`src/rtl/hazard_ctrl.sv`:
```
// Load-use hazard controller: stalls for LOAD_LAT cycles per load-use hazard,
// flushes on taken branches, freezes on memory busy, and counts stall cycles.
module hazard_ctrl #(
  parameter int REG_W    = 5,
  parameter int LOAD_LAT = 1,
  parameter int CNT_W    = 16
) (
  input  logic             clk,
  input  logic             rst_n,
  input  logic [REG_W-1:0] rs1_ifid,
  input  logic [REG_W-1:0] rs2_ifid,
  input  logic             use_rs1,
  input  logic             use_rs2,
  input  logic [REG_W-1:0] rd_idex,
  input  logic             memread_idex,
  input  logic             branch_taken_ex,
  input  logic             mem_busy,
  output logic             pc_stall,
  output logic             ifid_hold,
  output logic             idex_bubble,
  output logic             ifid_flush,
  output logic             idex_flush,
  output logic             freeze,
  output logic [CNT_W-1:0] stall_cycles
);

  typedef enum logic {IDLE, STALL} state_t;

  localparam logic [2:0] LAT_M1 = 3'(LOAD_LAT - 1);

  state_t           state_q, state_d;
  logic [2:0]       cnt_q, cnt_d;
  logic [CNT_W-1:0] stall_cnt_q;
  logic             hz;

  assign hz = memread_idex && (rd_idex != '0) &&
              ((use_rs1 && (rs1_ifid == rd_idex)) ||
               (use_rs2 && (rs2_ifid == rd_idex)));

  always_comb begin
    // NOTE: every output and next-state signal gets a default first so no latch is inferred.
    state_d     = state_q;
    cnt_d       = cnt_q;
    pc_stall    = 1'b0;
    ifid_hold   = 1'b0;
    idex_bubble = 1'b0;
    ifid_flush  = 1'b0;
    idex_flush  = 1'b0;
    freeze      = mem_busy;

    // Reset masks the stall/flush outputs at once, before the async clear lands.
    if (!rst_n) begin
      state_d = IDLE;
      cnt_d   = '0;
    end else if (mem_busy) begin
      state_d = state_q;
    end else if (branch_taken_ex) begin
      ifid_flush = 1'b1;
      idex_flush = 1'b1;
      state_d    = IDLE;
      cnt_d      = '0;
    end else if (state_q == STALL) begin
      pc_stall    = 1'b1;
      ifid_hold   = 1'b1;
      idex_bubble = 1'b1;
      cnt_d       = cnt_q - 3'd1;
      if (cnt_q == 3'd1) state_d = IDLE;
    end else if (hz) begin
      pc_stall    = 1'b1;
      ifid_hold   = 1'b1;
      idex_bubble = 1'b1;
      if (LOAD_LAT > 1) begin
        state_d = STALL;
        cnt_d   = LAT_M1;
      end
    end
  end

  // NOTE: sequential state uses non-blocking assignments so all registers update together.
  always_ff @(posedge clk or negedge rst_n) begin
    if (!rst_n) begin
      state_q     <= IDLE;
      cnt_q       <= '0;
      stall_cnt_q <= '0;
    end else begin
      state_q <= state_d;
      cnt_q   <= cnt_d;
      if (pc_stall && (stall_cnt_q != '1)) stall_cnt_q <= stall_cnt_q + CNT_W'(1);
    end
  end

  assign stall_cycles = stall_cnt_q;

endmodule

```
`config.mk`:
```
export PLATFORM = sky130hd
export DESIGN_NAME = hazard_ctrl
export DESIGN_NICKNAME = d
export VERILOG_FILES = /design/src/rtl/hazard_ctrl.sv
export SDC_FILE = /design/constraint.sdc
export NUM_CORES = 1
export LEC_CHECK = 0
export ABC_CLOCK_PERIOD_IN_PS = 1900
export CORE_UTILIZATION = 45
export CTS_BUF_LIST = sky130_fd_sc_hd__clkbuf_4 sky130_fd_sc_hd__clkbuf_8
export DETAILED_ROUTE_END_ITERATION = 7
export GPL_ROUTABILITY_DRIVEN = 0
export GPL_TIMING_DRIVEN = 1
export PLACE_DENSITY_LB_ADDON = 0.3
export SYNTH_ARGS = -nofsm -noshare
export SYNTH_HDL_FRONTEND = slang
export SYNTH_SLANG_ARGS = --single-unit
```
`constraint.sdc`:
```
create_clock -name clk -period 1.9 [get_ports clk]
set_input_delay 0.19 -clock clk [delete_from_list [all_inputs] [get_ports clk]]
set_output_delay 0.19 -clock clk [all_outputs]
set_load 0.02 [all_outputs]
```
==> run summary <==
Cell taking the most area after synthesis - dfrtp_1
Critical-path cell list - clkdlybuf4s50_1 > xnor2_1 > nand4_1 > o22a_1 > o21a_1 > nor2_4 > buf_4
Drt drc - 0
Layout cells sized above 1 - 31.1%
Largest vdd supply drop - 513 µV
Starting Density - 49.1%
Sequential Area - 500 µm²
FF+latch count, synth - 20
Worst-path clk slew - 0.12 ns
Final period utilization - 96.3%
Synthesized net count - 151
Total core area - 2570 µm²
Vias - 1176
Most used DFF post-synth - dfrtp_1
Slew HR - 75.1%
Slowest Stage Delay on Critical Path - 0.47 ns
Initial antenna violation count - 0
H-tree levels - 1
Layout filler cell count - 175
Switching Share - 26.9%
Crit start category - primary input
Internal power - 0.000682 W
Final setup fails - 0
Vias per inst - 5.20
Area delta synth->final - 63.2%
Hold Path Class - primary input to asynchronous set/reset pin
IO Count - 44
Die height - 54.9 µm
Multi-input logic area - 801 µm²
Yosys cell types - 37
Initial DRC count - 11
Clock latency on the worst-skew pair - 0.32 ns
Crit Path Category - primary input to primary output
Final Hold Viols - 0
Post-DP HPWL - 2400 µm
PnR worst setup slack - 0.0694 ns
Row cnt - 18
Cts bufs inserted - 3
Fin Setup TNS - 0 ns
Power Density - 454 nW/µm²
Number of global-route vias before repair - 1206
Avg WL per Cell - 15.2 µm
Clock Sinks - 20
N_diodes - 0
Largest net degree at the start of global routing - 26
R2R cell count - 7
Hold_buf cts - 0
Cells after synthesis - 126
Max Fclk - 546 MHz
Total of max-cap violations - 0
Hold_ws - 0.223 ns
First-pass GRT wire length - 5060 µm
Tmin final - 1.83 ns
Post-route non-filler standard cell count - 226
First-pass detailed-route iteration total - 4
CTS Root Cell - clkbuf_4
Yosys warning count - 0
Die area - 3020 µm²
Leak - 1.00 nW
Total Wirelength - 3430 µm
Worst Tran Pin Value - 0.373 ns
Gr usage total - 23.8%
Grt total ovfl - 0
Register area share after synthesis - 39.7%
Critical Path Slowest Stage Cell - clkdlybuf4s50_1
Reg-to-reg setup timing slack - 0.11 ns
Outcome - complete, no violations
TritonCTS clock tree - done
Clk pwr share - 27.5%
Synth Cell Area - 1260 µm²
Synth cell count leaders - 20 x dfrtp_1, 14 x xnor2_1, 13 x nand2_1
Max-slew violations - 0
Placed cells - 220
Post-synth EDFFs - 0
Unrepaired setup endpoints after global routing - no
Clock Skew - 0.0132 ns
Port bufs - 43
Nets - 222
Die X - 54.9 µm
CP required - 1.71 ns
Average cell area after synthesis - 10.0 µm²
Dpl ws - -0.587 ns
Crit end category - primary output
Sequential power share - 48.2%
Crit path arrival time - 1.64 ns
ANT nets after route - 0
Post-synth top area share - 39.7%
Combinational share of power - 24.3%
Most common cell in the netlist - dfrtp_1
Buffer depth of the longest clock path - 2
Async S/R FF share, synth - 100%
Top cells by area, synth - dfrtp_1 40%, xnor2_1 9.7%, xor2_1 6.9%, nand2_1 3.9%, nand3_1 3.2%
Crit Path Max Fanout - 3
Switching power - 0.000251 W
-- metal layers --
layer	vias up	GRT usage, %	share of wire [%]
met4	0	10.4	1.8
met1	568	27.9	39
met3	4	3.55	4.6
met5	-	0	0
li1	571	-	-
met2	33	42.8	55
-- power groups by stage --
stage          sequential, W  combinational [W]  clock (W)
5_1_grt             0.000452           0.000244   0.000276
6_report            0.000450           0.000227   0.000256
4_1_cts             0.000450           0.000218   0.000255
2_1_floorplan       0.000481          0.0000541          0
3_3_place_gp        0.000457           0.000212          0
3_5_place_dp        0.000458           0.000217          0
-- worst max-delay path, delay by kind of cell --
kind	cells	cell delay (ns)
AOI/OAI and AO/OA	2	0.43
xor gates and xnor gates	1	0.12
buffers and inverters	2	0.62
and+or+nand+nor	2	0.27
-- worst paths after layout --
path,startpoint,endpoint
max,rs1_ifid[2],pc_stall
min,rst_n,stall_cycles[2]$_DFFE_PN0P_
max reg2reg,stall_cycles[7]$_DFFE_PN0P_,stall_cycles[15]$_DFFE_PN0P_
min reg2reg,stall_cycles[15]$_DFFE_PN0P_,stall_cycles[15]$_DFFE_PN0P_
max in group asynchronous,rst_n,stall_cycles[11]$_DFFE_PN0P_
min in group clk,stall_cycles[15]$_DFFE_PN0P_,stall_cycles[15]$_DFFE_PN0P_
-- cell families (layout without fill, tap and decap cells) --
kind of cell	Yosys count	in the layout	synth area share, %
DFF	20	20	39.7
AOI/OAI and AO/OA	13	13	7.64
and+or+nand+nor	53	53	25.2
muxes	2	2	2.08
adders and majority gates	3	3	2.98
xor gates and xnor gates	24	24	16.7
buffers and inverters	11	81	5.75
-- state kept, by name, summed over array words and instances, names as in the netlist --
signal and count:
cnt_q 3, stall_cycles 16, state_q 1
-- through the flow --
stage / utilization (%) / cell area (µm²) / total power, W
2_1_floorplan: - / 1260 / 0.000535
3_3_place_gp: 73.5 / 1890 / 0.000668
3_5_place_dp: 73.5 / 1890 / 0.000675
4_1_cts: 76.8 / 1970 / 0.000922
5_1_grt: 80.2 / 2060 / 0.000971
6_report: 80.2 / 2060 / 0.000933
-- final cells by class --
cell class | count | share of cell area, %
clock buffer | 4 | 1.76
inverter | 6 | 1.09
multi-input combinational | 95 | 38.9
tap | 30 | 1.82
sequential | 20 | 24.3
timing repair buffer | 71 | 32.1
-- placed cells by master (no fill, tap or decap), types with 2 or more instances in the layout --
master,n
dlymetal6s2s_1,5
inv_1,6
mux2_4,2
nor3_4,2
nand2_1,13
nor3_1,2
clkbuf_4,3
nor2_2,3
xor2_1,10
a21oi_1,3
clkdlybuf4s50_1,28
nand3_1,8
dlygate4sd2_1,7
xnor2_1,12
nand4_1,2
o21ai_0,3
ha_1,2
dfrtp_1,20
xnor2_2,2
nor4_4,4
nor2_1,3
nor3_2,4
and2_1,2
buf_4,28
-- what timing repair did --
item                       4_1_cts  5_1_grt
setup endpoints to repair       14       10
gates cloned                     0        0
pin swaps                        8       12
gates resized for setup         32       16
setup buffers                    1        1
Power figures use the tool's default switching activity.
